<file path="src/rtl/seq_pkg.sv">
// Shared encodings and default sizes for the serial pattern link
// (generator and detector FSMs).
package seq_pkg;

  localparam int PAT_W_DEF = 6;
  localparam int LEN_W_DEF = 3;
  localparam int CNT_W_DEF = 4;

  localparam logic [1:0] ST_IDLE = 2'b00;
  localparam logic [1:0] ST_SEND = 2'b01;
  localparam logic [1:0] ST_DONE = 2'b10;

endpackage

</file>
<file path="src/rtl/seq_shift_ctr.sv">
// Bit-index / repetition down-counter pair for the pattern generator.
// Reports when the current bit is the last one of the last repetition.
module seq_shift_ctr #(
  parameter int LEN_W = 3,
  parameter int CNT_W = 4
) (
  input  logic             clk,
  input  logic             rst,
  input  logic             i_load,
  input  logic             i_adv,
  input  logic [LEN_W-1:0] i_len_m1,
  input  logic [CNT_W-1:0] i_rep_m1,
  output logic [LEN_W-1:0] o_idx,
  output logic             o_last_bit,
  output logic             o_last_rep
);

  logic [LEN_W-1:0] r_idx;
  logic [LEN_W-1:0] r_len_m1;
  logic [CNT_W-1:0] r_rep;

  always_ff @(posedge clk or posedge rst) begin
    if (rst) begin
      r_idx    <= '0;
      r_len_m1 <= '0;
      r_rep    <= '0;
    end else if (i_load) begin
      r_idx    <= i_len_m1;
      r_len_m1 <= i_len_m1;
      r_rep    <= i_rep_m1;
    end else if (i_adv) begin
      if (r_idx != '0) begin
        r_idx <= r_idx - 1'b1;
      end else if (r_rep != '0) begin
        // wrap straight into the next repetition
        r_idx <= r_len_m1;
        r_rep <= r_rep - 1'b1;
      end
    end
  end

  assign o_idx      = r_idx;
  assign o_last_bit = (r_idx == '0);
  assign o_last_rep = (r_rep == '0);

endmodule

</file>
<file path="src/rtl/seq_pattern_gen.sv">
// Serial test-pattern transmitter: sends a latched pattern MSB-first,
// one bit per step pulse, repeated back-to-back.
module seq_pattern_gen
  import seq_pkg::*;
#(
  parameter int PAT_W = PAT_W_DEF,
  parameter int LEN_W = LEN_W_DEF,
  parameter int CNT_W = CNT_W_DEF
) (
  input  logic             system_clk,
  input  logic             reset,
  input  logic             start,
  input  logic             abort,
  input  logic             step,
  input  logic [PAT_W-1:0] pattern_in,
  input  logic [LEN_W-1:0] len_in,
  input  logic [CNT_W-1:0] repeat_in,
  output logic             x_out,
  output logic             x_valid,
  output logic             busy,
  output logic             done,
  output logic [1:0]       Q
);

  logic [1:0]       r_state;
  logic [PAT_W-1:0] r_pat;
  logic             r_x_out;
  logic             r_x_valid;
  logic             r_busy;
  logic             r_done;

  logic [LEN_W-1:0] w_len_m1;
  logic [CNT_W-1:0] w_rep_m1;
  logic [LEN_W-1:0] w_idx;
  logic             w_last_bit;
  logic             w_last_rep;
  logic             w_load;
  logic             w_adv;
  logic             w_bit;

  // zero or oversize length means "full pattern register"
  always_comb begin
    w_len_m1 = len_in - 1'b1;
    if (len_in == '0 || len_in > LEN_W'(PAT_W))
      w_len_m1 = LEN_W'(PAT_W - 1);
  end

  assign w_rep_m1 = (repeat_in == '0) ? '0 : repeat_in - 1'b1;
  assign w_load   = (r_state == ST_IDLE) && start;
  assign w_adv    = (r_state == ST_SEND) && step && !abort;
  assign w_bit    = r_pat[w_idx];

  seq_shift_ctr #(
    .LEN_W(LEN_W),
    .CNT_W(CNT_W)
  ) u_ctr (
    .clk       (system_clk),
    .rst       (reset),
    .i_load    (w_load),
    .i_adv     (w_adv),
    .i_len_m1  (w_len_m1),
    .i_rep_m1  (w_rep_m1),
    .o_idx     (w_idx),
    .o_last_bit(w_last_bit),
    .o_last_rep(w_last_rep)
  );

  always_ff @(posedge system_clk or posedge reset) begin
    if (reset) begin
      r_state   <= ST_IDLE;
      r_pat     <= '0;
      r_x_out   <= 1'b0;
      r_x_valid <= 1'b0;
      r_busy    <= 1'b0;
      r_done    <= 1'b0;
    end else begin
      r_x_valid <= 1'b0;
      r_done    <= 1'b0;
      case (r_state)
        ST_IDLE: begin
          if (start) begin
            r_pat   <= pattern_in;
            r_state <= ST_SEND;
            r_busy  <= 1'b1;
          end
        end
        ST_SEND: begin
          if (abort) begin
            r_state <= ST_IDLE;
            r_busy  <= 1'b0;
          end else if (step) begin
            r_x_out   <= w_bit;
            r_x_valid <= 1'b1;
            if (w_last_bit && w_last_rep) begin
              r_state <= ST_DONE;
              r_busy  <= 1'b0;
              r_done  <= 1'b1;
            end
          end
        end
        ST_DONE: begin
          r_state <= ST_IDLE;
        end
        default: begin
          r_state <= ST_IDLE;
          r_x_out <= 1'b0;
          r_busy  <= 1'b0;
        end
      endcase
    end
  end

  assign x_out   = r_x_out;
  assign x_valid = r_x_valid;
  assign busy    = r_busy;
  assign done    = r_done;
  assign Q       = r_state;

endmodule

</file>
<file path="config.mk">
export PLATFORM = sky130hd
export DESIGN_NAME = seq_pattern_gen
export DESIGN_NICKNAME = d
export VERILOG_FILES = /design/src/rtl/seq_pkg.sv /design/src/rtl/seq_shift_ctr.sv /design/src/rtl/seq_pattern_gen.sv
export SDC_FILE = /design/constraint.sdc
export NUM_CORES = 1
export LEC_CHECK = 0
export CORE_AREA = 2 2 58 60
export CTS_BUF_LIST = sky130_fd_sc_hd__clkbuf_4
export DETAILED_ROUTE_END_ITERATION = 10
export DIE_AREA = 0 0 60 62
export PLACE_DENSITY = 0.66
export SYNTH_ARGS = -nofsm -noshare
export SYNTH_HDL_FRONTEND = slang
export SYNTH_SLANG_ARGS = --single-unit
</file>
<file path="constraint.sdc">
create_clock -name system_clk -period 2.2 [get_ports system_clk]
set_input_delay 0.22 -clock system_clk [delete_from_list [all_inputs] [get_ports system_clk]]
set_output_delay 0.22 -clock system_clk [all_outputs]
set_load 0.005 [all_outputs]
</file>
==> results.md <==
- Setup violations remaining at the end of the flow were counted as 0.
- Entering global routing, the biggest net connects 23 pins.
- The top cell family by delay on the critical path is compound AO/OA/AOI/OAI gates.
- The total power density per cell area is 785 nW/um^2.
- The cell that appears most often on the critical path is sky130_fd_sc_hd__a21oi_1.
- The initial antenna violation count is 0.
- The total via count in the routed design is 1016.
- The global-route wire length before repair is 4.24 mm.
- At the pin with the least slew margin, the transition time is 468 ps.
- In the final design database the tool counted 184 nets.
- The reg-to-reg critical path startpoint is u_ctr.o_idx[0].
- The standard-cell row count is 21.
- The count of yosys warnings during synthesis is 0.
- The synthesized instance count is 132.
- Counting every net in the synthesized netlist gives 157.
- The first routing iteration left 24 violations.
- The buffer levels on the longest clock path is 2.
- Walking the worst path, the cells encountered are inv_1 -> ha_1 -> nor2b_1 -> a21oi_1 -> a311oi_1 -> a21oi_1.
- Counting cells, the worst reg-to-reg path comes to 6.
- The completed layout was analyzed and its total power is 1.20 mW.
- The mean instance size in the synthesized netlist is 9.14 um^2.
- At the end of routability-driven placement, the weighted congestion stood at 0.851.
- The die height is 62 um.
- The library cell contributing the largest single delay on the critical path is sky130_fd_sc_hd__dfrtp_1.
- The number of levels in the clock H-tree is 1.
- The library cells used most frequently in the layout, excluding fill and tap cells, are sky130_fd_sc_hd__nand2_1, sky130_fd_sc_hd__clkdlybuf4s50_1, sky130_fd_sc_hd__dfrtp_1, sky130_fd_sc_hd__inv_1, sky130_fd_sc_hd__a21oi_1.
- The clock buffer count from CTS is 3.
- The total length of routed wires is 2.49 mm.
- In this design, the stage delay of the slowest critical-path cell is 490 ps.
- The data required time of the critical path is 2400 ps.
- Setup repair after global routing left no endpoint under its margin.
- The peak supply drop is 312 uV.
- After detailed routing, the number of vias per cell comes to 4.98.
- The critical path is of the register to register type.
- Once the clock tree was built, the setup fixing pass inserted 0 buffers.
- The kind of launch point of the worst setup path is a register.
- The number of global-route vias before repair is 967.
- The number of placed I/O pins is 24.
- The post-cts resize count is 0.
- The area of the die is 3720 um^2.
- The repair_antennas step left the layout with diodes totalling 0.
- The shortest period the worst path allows is 2040 ps.
- The launch point of the critical path is u_ctr.o_idx[0].
- The highest attainable clock frequency is 489 MHz.
- The worst pin sits at a relative slew slack of 68.8%.
- After layout, the worst path uses 92.9% of the clock period.
- The synthesis-stage register bit count is 22.
- The flow ran to the end, and the final reports show no timing, DRC or antenna violations.
- For this run, design rule violations remaining after detail routing come to 0.
- The clock net in this run drives a total of 22 sinks.
- The path type of the worst min-delay path is input port to async pin.
- The later pin in the worst-skew pair is clocked with a latency of 310 ps.
- The data arrival time of the critical path is 2240 ps.
- The area of the core is 3180 um^2.
- Dividing the detail-routed wire length by the instance count gives 12.2 um.
- In this run, distinct cell masters in the synthesized netlist total 33.
- The final count of pins violating max slew is 0.
- Leaving out fill and tap cells, the most frequent cell in the layout is sky130_fd_sc_hd__nand2_1.
- The logic depth of the worst path, buffers included is 6.
- The root buffer cell chosen for the clock tree is sky130_fd_sc_hd__clkbuf_4.
- The worst setup path is captured at a register.
- The number of failing hold endpoints at the final stage came to 0.
- Clock skew on the completed layout was measured at 1.31 ps.
- Measured along the x axis, the die boundary spans 60 um.
- The largest fanout on the critical path is 7.
- The combined global-route utilization of all metal layers is 15.2%.
- The number of buffers and inverters on the critical path is 1.
- Once the floorplan was initialized, standard cells occupied 37.9% of the core.
- TritonCTS built the clock tree.
- The HPWL after detailed placement is 1.88 mm.
- The layout-stage area growth over the synthesis result is 26.9%.
- Setup total negative slack on the finished layout was measured at 0 ps.
- The tool flagged a number of max-cap violations equal to 0.
- Sequential elements use 45.6% of the synthesized area.
- The detailed-routing iteration count for the pre-antenna-repair pass is 4.
- Cells with a size suffix above 1 make up 6.96% of the layout.
- The leakage power is 0.688 nW.
- The filler cells instantiated in the layout total 324.
- The total congestion overflow after global routing is 0.
- The cell area after synthesis is 1210 um^2.
- In this run the tool buffered the top-level ports with 23 buffer cells.
- The number of antenna-violating nets in the routed design is 0.
- The number of buffers inserted by hold repair at cts is 0.
- After clock tree synthesis, the clock-pin slew on the worst setup and hold paths is 120 ps.
==> Yosys cell counts <==
cell type | n | area share [%]
sky130_fd_sc_hd__nor2_1 | 5 | 1.6
sky130_fd_sc_hd__inv_2 | 1 | 0.31
sky130_fd_sc_hd__xnor2_1 | 1 | 0.73
sky130_fd_sc_hd__clkbuf_1 | 3 | 0.93
sky130_fd_sc_hd__xor2_1 | 2 | 1.5
sky130_fd_sc_hd__nand4_1 | 2 | 1.0
sky130_fd_sc_hd__a311oi_1 | 3 | 2.2
sky130_fd_sc_hd__or3b_1 | 2 | 1.5
sky130_fd_sc_hd__nand2_1 | 26 | 8.1
sky130_fd_sc_hd__nor4_1 | 1 | 0.52
sky130_fd_sc_hd__mux4_2 | 1 | 1.9
sky130_fd_sc_hd__a311o_1 | 1 | 0.83
sky130_fd_sc_hd__buf_1 | 1 | 0.31
sky130_fd_sc_hd__a21oi_1 | 8 | 3.3
sky130_fd_sc_hd__nor4b_1 | 1 | 0.73
sky130_fd_sc_hd__nor2b_1 | 4 | 2.1
sky130_fd_sc_hd__mux2_2 | 1 | 0.93
sky130_fd_sc_hd__or3_1 | 3 | 1.6
sky130_fd_sc_hd__inv_1 | 10 | 3.1
sky130_fd_sc_hd__nor3b_1 | 2 | 1.2
sky130_fd_sc_hd__and3_1 | 2 | 1.0
sky130_fd_sc_hd__o221ai_1 | 1 | 0.73
sky130_fd_sc_hd__nand4bb_1 | 1 | 0.93
sky130_fd_sc_hd__dfrtp_1 | 22 | 46
sky130_fd_sc_hd__o21ai_0 | 4 | 1.7
sky130_fd_sc_hd__nand3_1 | 2 | 0.83
sky130_fd_sc_hd__mux2i_1 | 1 | 0.83
sky130_fd_sc_hd__o21ai_1 | 5 | 2.1
sky130_fd_sc_hd__o221ai_2 | 1 | 1.2
sky130_fd_sc_hd__buf_2 | 1 | 0.41
sky130_fd_sc_hd__nand3b_1 | 1 | 0.62
sky130_fd_sc_hd__nor3_1 | 6 | 2.5
sky130_fd_sc_hd__ha_1 | 7 | 7.3
==> tightest hold or removal path: stages <==
cell	delay [ps]
sky130_fd_sc_hd__clkdlybuf4s50_1	400
sky130_fd_sc_hd__inv_1	50
sky130_fd_sc_hd__buf_4	280
==> report_power, final <==
part	switching [mW]	internal (mW)	leakage, nW	total (mW)
combinational	0.212	0.222	0.404	0.434
clock	0.123	0.0665	0.0154	0.189
sequential	0.0796	0.498	0.268	0.578
==> stage by stage <==
stage | instances | hold WS, ps | utilization (%) | setup WS [ps] | area (um^2)
after floorplan | 132 | 209 | - | 401 | 1210
after global placement | 200 | 453 | 47.3 | 268 | 1500
after detailed placement | 200 | 463 | 47.3 | 198 | 1500
after CTS | 204 | 244 | 48.1 | 174 | 1530
after global routing | 204 | 244 | 48.1 | 12.4 | 1530
final | 204 | 235 | 48.1 | 157 | 1530
==> final timing paths <==
| check | slack, ps | endpoint |
|---|---|---|
| worst max-delay path | 160 | u_ctr.o_idx[2] |
| worst min-delay path | 240 | x_valid |
| worst max register to register | 160 | u_ctr.o_idx[2] |
| worst min register to register | 490 | r_pat[2] |
| max in group asynchronous | 1740 | r_pat[2] |
| min in group system_clk | 420 | r_pat[2] |
==> cells by family (layout without fill, tap and decap cells) <==
family	Yosys count	after routing	share of synthesized area, %
compound gates	23	23	12.0
xor+xnor	3	3	2.18
fa+ha+maj	7	7	7.26
buf+inv	16	42	5.08
flops	22	22	45.6
mux	3	3	3.63
simple gates	58	58	24.2
==> flip-flops by register name, indices dropped and copies added (netlist names) <==
name,flops
Q,2
busy,1
done,1
r_pat,6
u_ctr.o_idx,3
u_ctr.r_len_m1,3
u_ctr.r_rep,4
x_out,1
x_valid,1
==> routing by layer <==
layer	global-route usage, %	up-vias	wire length, um
li1	-	508	-
met1	18.8	469	1090
met2	27.2	32	1230
met3	2.48	7	115
met4	5.08	0	55
met5	0	-	0
==> cell type report <==
class / count / area [um^2] / share of cell area [%]
sequential: 22 / 551 / 36.0
clock inverter: 1 / 3.75 / 0.245
inverter: 11 / 41.3 / 2.70
timing repair buffer: 27 / 260 / 17.0
clock buffer: 3 / 22.5 / 1.47
tap: 46 / 57.6 / 3.76
multi-input combinational: 94 / 594 / 38.8
Power figures use the tool's default switching activity.
